## src/rtl/pc_ctrl_pkg.sv

```systemverilog
// Shared definitions for the program-counter controller: FSM states and default widths.
// The optional cycle counter is enabled by defining PC_CYCLE_COUNT_EN.
package pc_ctrl_pkg;

  localparam int PC_PW_DEF = 10;
  localparam int PC_OW_DEF = 8;

  typedef enum logic [1:0] {
    IDLE = 2'd0,
    RUN  = 2'd1,
    DONE = 2'd2
  } pc_state_t;

endpackage

```

## src/rtl/pc_ctrl_if.sv

```systemverilog
// Bus between the instruction sequencer (master) and pc_ctrl (slave).
// CycleCnt exists only when PC_CYCLE_COUNT_EN is defined.
interface pc_ctrl_if
  import pc_ctrl_pkg::*;
#(
  parameter int PW = PC_PW_DEF,
  parameter int OW = PC_OW_DEF
);

  // Start is a one-cycle request taken on any unreset edge; there is no
  // ready back-pressure. Running/Ack/ProgCtr are registered level status.
  logic          Start;
  logic [PW-1:0] StartAddr;
  logic          BranchEn;
  logic          RelFlag;
  logic [OW-1:0] Offset;
  logic          Halt;
  logic          Stall;
  logic [PW-1:0] ProgCtr;
  logic          Running;
  logic          Ack;
`ifdef PC_CYCLE_COUNT_EN
  logic [15:0]   CycleCnt;
`endif

  modport master (
    output Start, StartAddr, BranchEn, RelFlag, Offset, Halt, Stall,
`ifdef PC_CYCLE_COUNT_EN
    input  CycleCnt,
`endif
    input  ProgCtr, Running, Ack
  );

  modport slave (
    input  Start, StartAddr, BranchEn, RelFlag, Offset, Halt, Stall,
`ifdef PC_CYCLE_COUNT_EN
    output CycleCnt,
`endif
    output ProgCtr, Running, Ack
  );

endinterface

```

## src/rtl/pc_next.sv

```systemverilog
// Combinational next-address select: reload, hold, relative branch or increment.
// All arithmetic wraps modulo 2^PW.
module pc_next
  import pc_ctrl_pkg::*;
#(
  parameter int PW = PC_PW_DEF,
  parameter int OW = PC_OW_DEF
) (
  input  logic [PW-1:0] pc,
  input  logic [PW-1:0] start_addr,
  input  logic [OW-1:0] offset,
  input  logic          start,
  input  logic          stall,
  input  logic          halt,
  input  logic          branch_en,
  input  logic          rel_flag,
  output logic [PW-1:0] next_pc
);

  logic [PW+OW-1:0] off_wide;
  logic [PW-1:0]    off_ext;

  always_comb begin
    // Over-extend then truncate so any PW/OW ratio sign-extends correctly.
    off_wide = {{PW{offset[OW-1]}}, offset};
    off_ext  = off_wide[PW-1:0];
    next_pc  = pc + PW'(1);
    if (start) begin
      next_pc = start_addr;
    end else if (stall || halt) begin
      next_pc = pc;
    end else if (branch_en && rel_flag) begin
      next_pc = pc + off_ext;
    end
  end

endmodule

```

## src/rtl/pc_ctrl.sv

```systemverilog
// Program-counter controller: IDLE/RUN/DONE FSM plus the ProgCtr register.
// PC_CYCLE_COUNT_EN adds a saturating 16-bit RUN-cycle counter (CycleCnt).
module pc_ctrl
  import pc_ctrl_pkg::*;
#(
  parameter int PW = PC_PW_DEF,
  parameter int OW = PC_OW_DEF
) (
  input  logic      Clk,
  input  logic      Reset,
  pc_ctrl_if.slave  bus,
  output pc_state_t state_dbg
);

  pc_state_t     state_q;
  logic [PW-1:0] pc_q;
  logic [PW-1:0] next_pc;
  logic          running_q;
  logic          ack_q;
`ifdef PC_CYCLE_COUNT_EN
  logic [15:0]   cnt_q;
`endif

  pc_next #(.PW(PW), .OW(OW)) u_next (
    .pc         (pc_q),
    .start_addr (bus.StartAddr),
    .offset     (bus.Offset),
    .start      (bus.Start),
    .stall      (bus.Stall),
    .halt       (bus.Halt),
    .branch_en  (bus.BranchEn),
    .rel_flag   (bus.RelFlag),
    .next_pc    (next_pc)
  );

  always_ff @(posedge Clk) begin
    if (!Reset) begin
      state_q   <= IDLE;
      pc_q      <= '0;
      running_q <= 1'b0;
      ack_q     <= 1'b0;
`ifdef PC_CYCLE_COUNT_EN
      cnt_q     <= '0;
`endif
    end else begin
      case (state_q)
        IDLE, DONE: begin
          // Branch/halt/stall inputs are don't-care outside RUN.
          if (bus.Start) begin
            state_q   <= RUN;
            pc_q      <= next_pc;
            running_q <= 1'b1;
            ack_q     <= 1'b0;
`ifdef PC_CYCLE_COUNT_EN
            cnt_q     <= '0;
`endif
          end
        end
        RUN: begin
          pc_q <= next_pc;
`ifdef PC_CYCLE_COUNT_EN
          if (bus.Start) begin
            cnt_q <= '0;
          end else if (cnt_q != 16'hFFFF) begin
            cnt_q <= cnt_q + 16'd1;
          end
`endif
          if (!bus.Start && !bus.Stall && bus.Halt) begin
            state_q   <= DONE;
            running_q <= 1'b0;
            ack_q     <= 1'b1;
          end
        end
        default: begin
          state_q   <= IDLE;
          running_q <= 1'b0;
          ack_q     <= 1'b0;
        end
      endcase
    end
  end

  assign bus.ProgCtr = pc_q;
  assign bus.Running = running_q;
  assign bus.Ack     = ack_q;
`ifdef PC_CYCLE_COUNT_EN
  assign bus.CycleCnt = cnt_q;
`endif
  assign state_dbg   = state_q;

endmodule

```

## src/flat_wrapper.sv

```systemverilog
// flat-port wrapper written by rule: the top's interface ports become plain ports
module pc_ctrl_flat import pc_ctrl_pkg::*;
#(
  parameter int PW = PC_PW_DEF,
  parameter int OW = PC_OW_DEF
)
  (Clk, Reset, state_dbg, bus_Start, bus_StartAddr, bus_BranchEn, bus_RelFlag, bus_Offset, bus_Halt, bus_Stall, bus_ProgCtr, bus_Running, bus_Ack);
  pc_ctrl_if #(.PW(PW), .OW(OW)) bus_i ();
  input  logic Clk;
  input  logic Reset;
  output pc_state_t state_dbg;
  input wire logic [$bits(bus_i.Start)-1:0] bus_Start;
  input wire logic [$bits(bus_i.StartAddr)-1:0] bus_StartAddr;
  input wire logic [$bits(bus_i.BranchEn)-1:0] bus_BranchEn;
  input wire logic [$bits(bus_i.RelFlag)-1:0] bus_RelFlag;
  input wire logic [$bits(bus_i.Offset)-1:0] bus_Offset;
  input wire logic [$bits(bus_i.Halt)-1:0] bus_Halt;
  input wire logic [$bits(bus_i.Stall)-1:0] bus_Stall;
  output wire logic [$bits(bus_i.ProgCtr)-1:0] bus_ProgCtr;
  output wire logic [$bits(bus_i.Running)-1:0] bus_Running;
  output wire logic [$bits(bus_i.Ack)-1:0] bus_Ack;
  assign bus_i.Start = bus_Start;
  assign bus_i.StartAddr = bus_StartAddr;
  assign bus_i.BranchEn = bus_BranchEn;
  assign bus_i.RelFlag = bus_RelFlag;
  assign bus_i.Offset = bus_Offset;
  assign bus_i.Halt = bus_Halt;
  assign bus_i.Stall = bus_Stall;
  assign bus_ProgCtr = bus_i.ProgCtr;
  assign bus_Running = bus_i.Running;
  assign bus_Ack = bus_i.Ack;
  pc_ctrl #(.PW(PW), .OW(OW)) u_core (.Clk(Clk), .Reset(Reset), .bus(bus_i), .state_dbg(state_dbg));
endmodule
```

## config.mk

```make
export PLATFORM = sky130hd
export DESIGN_NAME = pc_ctrl_flat
export DESIGN_NICKNAME = d
export VERILOG_FILES = /design/src/rtl/pc_ctrl_pkg.sv /design/src/rtl/pc_ctrl_if.sv /design/src/rtl/pc_next.sv /design/src/rtl/pc_ctrl.sv /design/src/flat_wrapper.sv
export SDC_FILE = /design/constraint.sdc
export NUM_CORES = 1
export LEC_CHECK = 0
export ABC_AREA = 1
export CAP_MARGIN = 20
export CELL_PAD_IN_SITES_DETAIL_PLACEMENT = 1
export CELL_PAD_IN_SITES_GLOBAL_PLACEMENT = 1
export CORE_ASPECT_RATIO = 1.5
export CORE_UTILIZATION = 28
export CTS_BUF_LIST = sky130_fd_sc_hd__clkbuf_4 sky130_fd_sc_hd__clkbuf_8
export DETAILED_ROUTE_END_ITERATION = 10
export HOLD_SLACK_MARGIN = 0.02
export PLACE_DENSITY_LB_ADDON = 0.1
export SETUP_SLACK_MARGIN = 0.3
export SLEW_MARGIN = 20
export SYNTH_ARGS = -nofsm -noshare
export SYNTH_HDL_FRONTEND = slang
export SYNTH_SLANG_ARGS = --single-unit
```

## constraint.sdc

```tcl
create_clock -name Clk -period 2.1 [get_ports Clk]
set_input_delay 0.21 -clock Clk [delete_from_list [all_inputs] [get_ports Clk]]
set_output_delay 0.21 -clock Clk [all_outputs]
set_load 0.01 [all_outputs]
```

Yosys cells after proc, flatten, opt, wreduce, memory -nomap -nowiden

Index checks and enable logic that the tools add are counted.

Add/sub/neg operators: 2
Equal/unequal tests: 4
Reduce and logical (&&, ||, !) cells: 11
Mux-type cells: 14

Operator list:

| operator              | number |
|---|---|
| $mux 10               | 4 |
| $pmux 10 s2           | 1 |
| $add 10x1->10 const B | 1 |
| $add 10x10->10        | 1 |
| $mux 1                | 4 |
| $mux 2                | 2 |
| $pmux 1 s2            | 2 |
| $pmux 2 s2            | 1 |
| $reduce_and 2->1      | 2 |
| $logic_and 1x1->1     | 3 |
| $eq 2x1->1 const B    | 1 |
| $eq 2x2->1 const B    | 1 |
| $logic_not 1->1       | 2 |
| $logic_not 2->1       | 1 |
| $ne 2x1->1 const B    | 1 |
| $ne 2x2->1 const B    | 1 |
| $reduce_bool 2->1     | 1 |
| $reduce_or 2->1       | 1 |
| $logic_or 1x1->1      | 1 |

Register bits after elaboration: 14
Output and inout port bits: 14
Input bits: 25

Depth between registers and ports, before layout

Depth after elaboration: 6
Gate-level depth with buffers: 13
Depth with buffers taken out: 13

Modules after synthesis

A second synthesis with hierarchy kept.

Cell total of the unflattened synthesis: 218
Area total of the unflattened synthesis: 1292.5 um2

By module, submodules not included:

| module  | sequential area each (um2) | area each (um2) | cells an instance | times used |
|---|---|---|---|---|
| pc_next | 0.0                        | 729.4           | 146               | 1 |
| pc_ctrl | 240.2                      | 563.0           | 72                | 1 |

Least setup slack after synthesis

No wires, ideal clock.

Path type: input -> register
Start point: input bus_BranchEn
End point: register u_core.pc_q[6], in the netlist u_core.bus.ProgCtr[6]
Required time: 1.981 ns
Stages on the path: 11
Setup slack: 0.093 ns
Library setup time: 0.119 ns
Arrival time: 1.887 ns
Path buffers: 0
Path through: nand2_1 > or2_2 > ha_1 > fa_1 > nand2_1 > nand2_1 > nand2_1 > o21ai_1 > or2_2 > nand3_1 > a21oi_1

Word-level cells in the longest chain between the ends: 6

Ends and longest elaborated chain:

| element               | RTL line           | source |
|---|---|---|
| start, declared       | flat_wrapper.sv:14 | `input wire logic [$bits(bus_i.BranchEn)-1:0] bus_BranchEn;` |
| $logic_and 1x1->1 (*) | pc_next.sv:32      | `end else if (branch_en && rel_flag) begin` |
| $mux 10 (*)           | pc_next.sv:32      |  |
| $mux 10 (*)           | pc_next.sv:30      | `end else if (stall \|\| halt) begin` |
| $mux 10 (*)           | pc_next.sv:28      | `if (start) begin` |
| $mux 10               | pc_ctrl.sv:49      | `if (bus.Start) begin` |
| $pmux 10 s2 (*)       | pc_ctrl.sv:46      | `case (state_q)` |
| end signal, assigned  | pc_ctrl.sv:51      | `pc_q <= next_pc;` |
| end signal, assigned  | pc_ctrl.sv:60      | `pc_q <= next_pc;` |
| end, declared         | pc_ctrl.sv:16      | `logic [PW-1:0] pc_q;` |

Every way passes the cells marked *; elsewhere a longest branch is shown, timed or not. The select of a mux whose other input is x is not followed.
A chain may end at the register's enable or synchronous reset.

Worst setup path in the final report

Start point: input bus_Offset[0]
End point: register u_core.pc_q[6], in the netlist u_core.bus.ProgCtr[6]

Word-level cells in the longest chain between the ends: 6

Ends and longest elaborated chain:

| element            | RTL line           | source |
|---|---|---|
| start, declared    | flat_wrapper.sv:16 | `input wire logic [$bits(bus_i.Offset)-1:0] bus_Offset;` |
| $add 10x10->10 (*) | pc_next.sv:33      | `next_pc = pc + off_ext;` |
| $mux 10 (*)        | pc_next.sv:32      |  |
| $mux 10 (*)        | pc_next.sv:30      |  |
| $mux 10 (*)        | pc_next.sv:28      |  |
| $mux 10            | pc_ctrl.sv:49      |  |
| $pmux 10 s2 (*)    | pc_ctrl.sv:46      |  |

Marks and branches as above.

==> metrics.cfg <==
[worst_setup_path]
cp.arrival_ps=1870
rr_endpoint=u_core.bus.ProgCtr[6]
path_max_fanout=2
cp_data_required_time_ps=2220
cp-endpoint=u_core.bus.ProgCtr[6]
endpoint_kind=flop
startpoint=bus_Offset[0]
startpoint_type=input pin
reg2reg_slack_ps=440
r2r_start=u_core.bus.ProgCtr[0]
crit_type=in2reg
worst_r2r_path_depth=9

[routing]
viasPerCell=4.80
antenna_left=0
route.detailed.drc=0
wire_per_inst_um=13.8
routed_wirelength_um=3800
drt_iter0_drc=8
via_count=1324
first_pass_iters=4

[synthesis]
ys.flop_type=dfxtp_1
avgSynthCellArea_sq_um=6.22
synthesis.area_sq_um=1110
async_flop_share_pct=0
synth_top_area_share_pct=23.4
syn_nets=214
yosysWarnings=0
synth_common_cells=nand2_1 (45), inv_1 (22), a21oi_1 (21)
ys_types=26
yosysSeqAreaShare_pct=23.4
yosysTopAreaCell=dfxtp_1
synth_edf_count=0
synthMostInstantiatedCell=nand2_1
synth_area_leaders=dfxtp_1 (23%), nand2_1 (15%), ha_1 (10%)
synth-seq-cells=13
netlist_instances=179

[sta]
min_period_over_period_pct=83.4
worst_pin_slew_ps=278
fin_ws_ps=350
final_hold_viol_count=0
max_freq_mhz=571
finalClockSkew_ps=2.45
rsz0062_at_grt=yes
setup_viol_count_final=0
slew_violations=0
slew_headroom_pct=81.4
finalCriticalPeriod_ps=1750

[final_layout]
final_cells=276
stdcell_area_sq_um=1800
syn_to_final_growth_pct=61.3
drive_above_1_share_pct=24.5
diodes=0
nNetsFinal=269

[floorplan]
fp.dieH_um=79.2
die_w_um=53.5
die_area_sq_um=4240
rows=27
start_util_pct=29.7
boundaryPins=39
core_sq_um=3750

[placed_design]
dp_cells=271
pre_cts_ws_ps=-275
io_buffers=38
place_congestion=0.839
post_dp_cell_area_sq_um=1650
dp_hpwl_um=3130

[clock_tree]
clockBufferDepth=2
clk_latency_ps=240
root_buffer=clkbuf_8
clk_pin_slew_ps=50
numCtsBuffers=3
cts_sinks=13
h-tree-depth=1
cts_tree=built
ctsHoldBuffers=0

[min_path]
hold_class=reg2reg

[global_route]
grtUsageTotal_pct=19.5
grt_pass1_wl_um=6110
grt_pass1_vias=1355
grt_overflow_total=0
antenna_found_initial=0
grt_max_degree=12

[power_and_ir_drop]
peakVddDrop_mv=0.562
power.leakage_nw=0.818
cellPowerDensity_nw_per_um2=493

[flow_run]
drv_cap=0

[run_status]
outcome=completed

==> worst max-delay path, stage by stage <==
cell           delay [ps]
dlygate4sd2_1         250
or2_4                 240
ha_4                  160
fa_2                  370
nand2_2                80
nand2_2                80
nand2_2                90
o21ai_2                60
or2_4                 230
nand3_2                50
a21oi_1                50
==> how the worst min path moves through the flow <==
stage,start,slack (ps),to,cells after the start
floorplan,Reset,350,u_core.bus.ProgCtr[0],2
global placement,u_core.state_dbg[0],480,u_core.bus.Running,1
detailed placement,u_core.bus.ProgCtr[8],500,u_core.bus.ProgCtr[8],2
CTS,u_core.bus.ProgCtr[8],500,u_core.bus.ProgCtr[8],2
global route,u_core.state_dbg[0],520,u_core.bus.Running,1
finish,u_core.bus.ProgCtr[8],500,u_core.bus.ProgCtr[8],2
==> repair_timing <==
| action | 4_1_cts | 5_1_grt |
|---|---|---|
| pin swaps | 1 | 9 |
| cloned | 0 | 0 |
| resized for setup | 11 | 20 |
| endpoints found under the setup margin | 8 | 6 |
| buffers inserted | 0 | 1 |
==> metal layers <==
layer | share of wire, % | track usage, %
met1 | 42 | 22.7
met2 | 55 | 36.1
met3 | 2.1 | 1.34
met4 | 0.84 | 5.53
met5 | 0 | 0
==> area by class of cell <==
cell class / count / area (sq um)
multi-input combinational: 137 / 847
sequential: 13 / 260
timing repair buffer: 54 / 493
fill: 520 / 1950
inverter: 25 / 93.8
clock buffer: 4 / 48.8
tap: 43 / 53.8
==> where the power goes <==
part | switching (mW) | internal [mW]
sequential | 0.0263 | 0.270
clock | 0.0816 | 0.146
combinational | 0.172 | 0.190
total | 0.280 | 0.607
==> kinds of logic (layout without fill, tap and decap cells) <==
group / after synthesis / after routing / synth area share, %
fa+ha+maj: 10 / 10 / 11.9
buf+inv: 29 / 83 / 11.0
flops: 13 / 13 / 23.4
compound gates: 37 / 37 / 18.4
simple gates: 88 / 88 / 33.7
xor+xnor: 2 / 2 / 1.57
==> cell usage in the layout, fill, tap and decap left out, types with 2 or more instances in the layout <==
cell type,synthesis,final
nand2_2,1,7
a21oi_1,21,17
o21bai_1,2,2
clkbuf_8,0,3
o21ai_0,9,9
inv_2,3,3
clkdlybuf4s50_1,0,35
a21oi_2,0,4
nor2_2,2,7
buf_4,1,15
inv_1,22,22
nand2_1,45,39
nor2_1,20,14
ha_1,9,6
or2_4,0,2
nand3_2,0,2
dfxtp_1,13,13
nor2_4,1,2
a31oi_1,2,2
ha_4,0,3
nand3_1,14,12
clkbuf_2,0,2
==> stage by stage <==
step | total power [mW] | hold WS [ps] | setup TNS [ps] | utilization [%]
6_report | 0.887 | 500 | 0 | 47.9
4_1_cts | 0.882 | 503 | 0 | 46.3
2_1_floorplan | 0.460 | 348 | 0 | -
3_3_place_gp | 0.625 | 480 | -764 | 44.0
5_1_grt | 0.942 | 524 | 0 | 47.9
3_5_place_dp | 0.636 | 495 | -1170 | 44.0
==> sequential cells by signal, indices dropped and copies added, names as in the netlist <==
register and flops:
u_core.state_dbg 1, u_core.bus.Ack 1, u_core.bus.Running 1, u_core.bus.ProgCtr 10
No activity file was read; power rests on OpenSTA's default activity.
==> edit 1 (same flow settings) <==
Set the package constant `PC_OW_DEF` to 7 (it was 8).
--- a/src/rtl/pc_ctrl_pkg.sv
+++ b/src/rtl/pc_ctrl_pkg.sv
@@ -4,5 +4,5 @@
 
   localparam int PC_PW_DEF = 10;
-  localparam int PC_OW_DEF = 8;
+  localparam int PC_OW_DEF = 7;
 
   typedef enum logic [1:0] {
Ports: changed (resized bus_Offset); port bits go from 39 to 38. No check against the original RTL was run, so the function may have changed too.
==> edit 1 against the unedited design <==
Clock skew about the same; area after synthesis decreased by 0.67%; total power rose by 4.2%; first-iteration DRC count grew to 4.1 times the old value; sequential cell count unchanged; sequential share of layout area decreased by 0.55 points; wire length rose by 1.9%; cell area rose by 4.0%; worst setup slack worse by 2.5 ps; critical path type unchanged; critical endpoint unchanged.
==> edit 1: results (changes against the unedited design) <==
| Metric | Value |
|---|---|
| Crit path arrival time | `1890 ps (was 1870 ps)` |
| Vias in the first global route | `1381 (was 1355)` |
| Largest net degree at the start of global routing | `12 (unchanged)` |
| Final #Nets | `268 (was 269)` |
| Layout cells sized above 1 | `0.322 (was 0.245)` |
| Largest cells by area after synthesis | `dfxtp_1, nand2_1, ha_1, a21oi_1, inv_1 (unchanged)` |
| VDD IR max | `0.440 mV (was 0.562 mV)` |
| H-tree depth | `1 (unchanged)` |
| Antenna fix cells | `0 (unchanged)` |
| Post-DP HPWL | `3030 um (was 3130 um)` |
| Vias per cell | `4.82 (was 4.80)` |
| Synth Area in XOR/XNOR | `0.0158 (was 0.0157)` |
| GRT Residual Overflow | `0 (unchanged)` |
| Register area share after synthesis | `0.235 (was 0.234)` |
| Clock latency on the worst-skew pair | `between 200 and 300 ps` |
| Unique masters post-synth | `26 (unchanged)` |
| Critical R2R Launch | `u_core.bus.ProgCtr[0] (unchanged)` |
| Pre-antenna DRT Iters | `4 (unchanged)` |
| R2R Path End | `u_core.bus.ProgCtr[6] (unchanged)` |
| Port Buffers | `37 (was 38)` |
| Hold Slack | `498 ps (was 500 ps)` |
| Family with the most delay on the worst path | `simple AND/OR/NAND/NOR gates (unchanged)` |
| Layout filler cell count | `492 (was 520)` |
| Area fraction in compound gates after synthesis | `0.186 (was 0.184)` |
| Clk_skew | `1.96 ps (was 2.45 ps)` |
| GP Congestion | `0.831 (was 0.839)` |
| Hold Crit Class | `reg2reg (unchanged)` |
| Clock slew at the register clock pins of the worst setup and hold paths | `approximately 60 ps` |
| Wire per inst | `14.0 um (was 13.8 um)` |
| Pre-CTS setup slack | `-302 ps (was -275 ps)` |
| Final wirelength | `3870 um (was 3800 um)` |
| Reg-to-reg slack, setup | `between 400 and 500 ps` |
| DRT iter0 DRCs | `33 (was 8)` |
| Worst R2R Path Depth | `9 (unchanged)` |
| CTS Buffer Depth | `2 (unchanged)` |
| First-pass GRT wire length | `6090 um (was 6110 um)` |
| Initial antenna violation count | `0 (unchanged)` |
| Slew @ Worst Pin | `259 ps (was 278 ps)` |
| Post-synthesis adder-cell area fraction | `0.120 (was 0.119)` |
| Mapped Nets | `211 (was 214)` |
| CTS Buf Count | `3 (unchanged)` |
| Placed inst area | `1630 um^2 (was 1650 um^2)` |
| Status | `completed (unchanged)` |
| Hold EP | `u_core.bus.ProgCtr[9] (was u_core.bus.ProgCtr[8])` |
| GRT Total Usage | `0.194 (was 0.195)` |
| Critical hold path startpoint | `u_core.bus.ProgCtr[9] (was u_core.bus.ProgCtr[8])` |
| Syn_area_per_cell | `6.25 um^2 (was 6.22 um^2)` |
| Leak Pwr | `0.839 nW (was 0.818 nW)` |
| Commonest cells post-synth | `nand2_1, a21oi_1, inv_1, nor2_1, nand3_1 (was nand2_1, inv_1, a21oi_1, nor2_1, nand3_1)` |
==> edit 1: changes by cell type after synthesis <==
cell | unedited run | this run
nor2_1 | 20 | 19
inv_1 | 22 | 21
==> edit 1: area by class of cell <==
class / instances / area [um^2] / area share
multi-input cells: 136 / 908 / 0.486
repair buffers: 56 / 507 / 0.271
flip-flops and latches: 13 / 260 / 0.139
inverters: 24 / 90.1 / 0.0482
well taps: 43 / 53.8 / 0.0288
clock buffers: 4 / 48.8 / 0.0261
==> edit 1: how the worst max path moves through the flow <==
stage	end	depth (start not counted)	slack, ps	start
floorplan	u_core.bus.ProgCtr[6]	11	300	bus_BranchEn
global placement	u_core.bus.ProgCtr[6]	12	-220	bus_BranchEn
detailed placement	u_core.bus.ProgCtr[6]	12	-300	bus_BranchEn
CTS	u_core.bus.ProgCtr[9]	12	280	bus_Offset[6]
global route	u_core.bus.ProgCtr[6]	11	280	bus_Offset[0]
finish	u_core.bus.ProgCtr[6]	11	350	bus_Offset[0]
==> edit 1: power by group <==
part           internal (W)  total, W  switching (W)
sequential         0.000270  0.000297      0.0000267
combinational      0.000203  0.000385       0.000182
clock              0.000147  0.000242      0.0000950
==> edit 1: worst reg2reg max path, cell delays in order (launching register included) <==
cell and delay (ps):
dfxtp_1 350, ha_4 180, fa_2 370, nand2_2 70
nand2_2 80, nand2_4 90, o21ai_2 70, or2_4 240
nand3_2 60, a21oi_2 40
==> edit 1: what timing repair did <==
| action | 4_1_cts | 5_1_grt |
|---|---|---|
| pin swaps | 2 | 22 |
| setup buffers | 0 | 5 |
| resized for setup | 9 | 41 |
| endpoints found under the setup margin | 8 | 6 |
==> edit 1: per-layer routing <==
layer  GRT usage  wire [um]
met5           0          0
met4      0.0763         85
met3      0.0115         83
met2       0.355       2070
met1       0.222       1630
==> edit 2 (config.mk and constraints unchanged) <==
Made on the original files. Put one more register stage on the output `state_dbg`. The value now appears one clock later. The other outputs are not delayed to match.
--- a/src/rtl/pc_ctrl.sv
+++ b/src/rtl/pc_ctrl.sv
@@ -87,5 +87,7 @@
   assign bus.CycleCnt = cnt_q;
 `endif
-  assign state_dbg   = state_q;
+  always_ff @(posedge Clk) begin
+    state_dbg <= state_q;
+  end
 
 endmodule
Check against the original RTL: not equivalent (a bounded check fails within 4 cycles, from zero or initial values and one cycle with Reset low).
==> edit 2 against the unedited design <==
Cell area increased by 6.1%; total power grew 5.6%; sequential cell count is 2 higher; synthesized cell count increased by 0.56%; worst setup slack improved by 54 ps; worst hold slack got worse by 98 ps; via count grew 2.9%; area after synthesis is 2.6% higher; wire length is 2.2% higher; register-to-register slack improved by 110 ps; largest power group unchanged; highest routed layer unchanged.
==> edit 2: results (changes against the unedited design) <==
| Metric | Value |
|---|---|
| Status | `completed (unchanged)` |
| Post-DP HPWL | `3040 um (was 3130 um)` |
| Pre-CTS setup slack | `-283 ps (was -275 ps)` |
| Vias in the first global route | `1432 (was 1355)` |
| Unique masters post-synth | `23 (was 26)` |
| Clock slew at the register clock pins of the worst setup and hold paths | `60 ps` |
| Clock latency on the worst-skew pair | `240 ps (about the same)` |
| Mapped Nets | `215 (was 214)` |
| CP max-delay cell | `fa_2 (unchanged)` |
| Hold Crit Class | `reg2reg (unchanged)` |
| Largest cells by area after synthesis | `dfxtp_1, nand2_1, ha_1, a21oi_1, nor2_1 (was dfxtp_1, nand2_1, ha_1, a21oi_1, inv_1)` |
| Family with the most delay on the worst path | `simple AND/OR/NAND/NOR gates (unchanged)` |
| Maximum fanout along the worst path | `3 (was 2)` |
| Slew @ Worst Pin | `279 ps (was 278 ps)` |
| Register area share after synthesis | `0.263 (was 0.234)` |
| Layout filler cell count | `509 (was 520)` |
| Leak Pwr | `0.844 nW (was 0.818 nW)` |
| Clk_skew | `0.828 ps (was 2.45 ps)` |
| Placed instance count | `274 (was 271)` |
| Commonest cells post-synth | `nand2_1, nor2_1, a21oi_1, inv_1 (was nand2_1, inv_1, a21oi_1, nor2_1, nand3_1)` |
| CTS Buf Count | `3 (unchanged)` |
| Crit path arrival time | `1830 ps (was 1870 ps)` |
| DRT iter0 DRCs | `18 (was 8)` |
| Layout cells sized above 1 | `0.254 (was 0.245)` |
| GP Congestion | `0.791 (was 0.839)` |
| Root buffer cell | `clkbuf_8 (unchanged)` |
| Initial antenna violation count | `0 (unchanged)` |
| Final wirelength | `3880 um (was 3800 um)` |
| Antenna fix cells | `0 (unchanged)` |
| Largest net degree at the start of global routing | `14 (was 12)` |
| Wire per inst | `13.8 um (about the same)` |
| H-tree depth | `1 (unchanged)` |
| Routed Antenna Nets | `0 (unchanged)` |
| GRT Total Usage | `0.192 (was 0.195)` |
| VDD IR max | `0.328 mV (was 0.562 mV)` |
| First-pass GRT wire length | `6240 um (was 6110 um)` |
| Synth warnings | `0 (unchanged)` |
| CTS Buffer Depth | `2 (unchanged)` |
| Max reg flops | `10 (unchanged)` |
| Asr flop ratio synth | `0 (unchanged)` |
| Syn_area_per_cell | `6.35 um^2 (was 6.22 um^2)` |
| Vias per cell | `4.85 (was 4.80)` |
## edit 2: path summary, 6_finish.rpt
path                           endpoint             startpoint  slack, ps  cells after the start
setup / recovery  u_core.bus.ProgCtr[8]            bus_RelFlag        400                     13
hold / removal      u_core.state_dbg[0]      u_core.state_q[0]        400                      0
setup reg to reg  u_core.bus.ProgCtr[5]  u_core.bus.ProgCtr[4]        550                      7
hold reg to reg     u_core.state_dbg[0]      u_core.state_q[0]        400                      0
## edit 2: per-layer routing
| layer | track usage | up-vias | routed length [um] |
|---|---|---|---|
| met5 | 0 | - | 0 |
| met3 | 0.0227 | 2 | 86 |
| met1 | 0.226 | 643 | 1620 |
| li1 | - | 699 | - |
| met4 | 0.0513 | 0 | 21 |
| met2 | 0.349 | 18 | 2160 |
## edit 2: layout make-up
class	count	area [um^2]	area share
well taps	45	56.3	0.0295
flip-flops and latches	15	300	0.157
clock inverters	1	5.00	0.00262
clock buffers	3	41.3	0.0217
repair buffers	55	514	0.270
inverters	24	92.6	0.0486
multi-input cells	138	897	0.470
## edit 2: power by group
part	internal [W]	switching, W	leakage [nW]
Combinational	0.000193	0.000174	0.695
Clock	0.000131	0.000102	0.0255
Sequential	0.000309	0.0000265	0.124
## edit 2: logic make-up after synthesis
family | count (synthesis) | synth area share
xor gates and xnor gates | 2 | 0.0153
and+or+nand+nor | 92 | 0.344
buffers and inverters | 27 | 0.0997
DFF | 15 | 0.263
AOI/OAI and AO/OA | 34 | 0.162
adders and majority gates | 10 | 0.116
## edit 2: worst register-to-register path, stage by stage (launching register included)
cell and delay [ps]:
dfxtp_1 340, ha_1 370, nand2_2 90, nor2_2 160
a21oi_2 90, or2_2 270, nand3_1 70, a21oi_1 60
## edit 2: what timing repair did
item / CTS / global route
hold buffers: 0 / 0
setup buffers: 1 / 2
pin swaps: 5 / 12
gates resized for setup: 16 / 24
endpoints found under the hold margin: 0 / 0
setup endpoints to repair: 9 / 6
## edit 2: per-stage QoR
step	total power [W]	TNS (ps)	area, um^2
final	0.000936	0	1910
after global routing	0.000995	0	1910
after CTS	0.000918	0	1790
after detailed placement	0.000662	-1510	1670
after global placement	0.000654	-987	1670
after floorplan	0.000495	0	1150
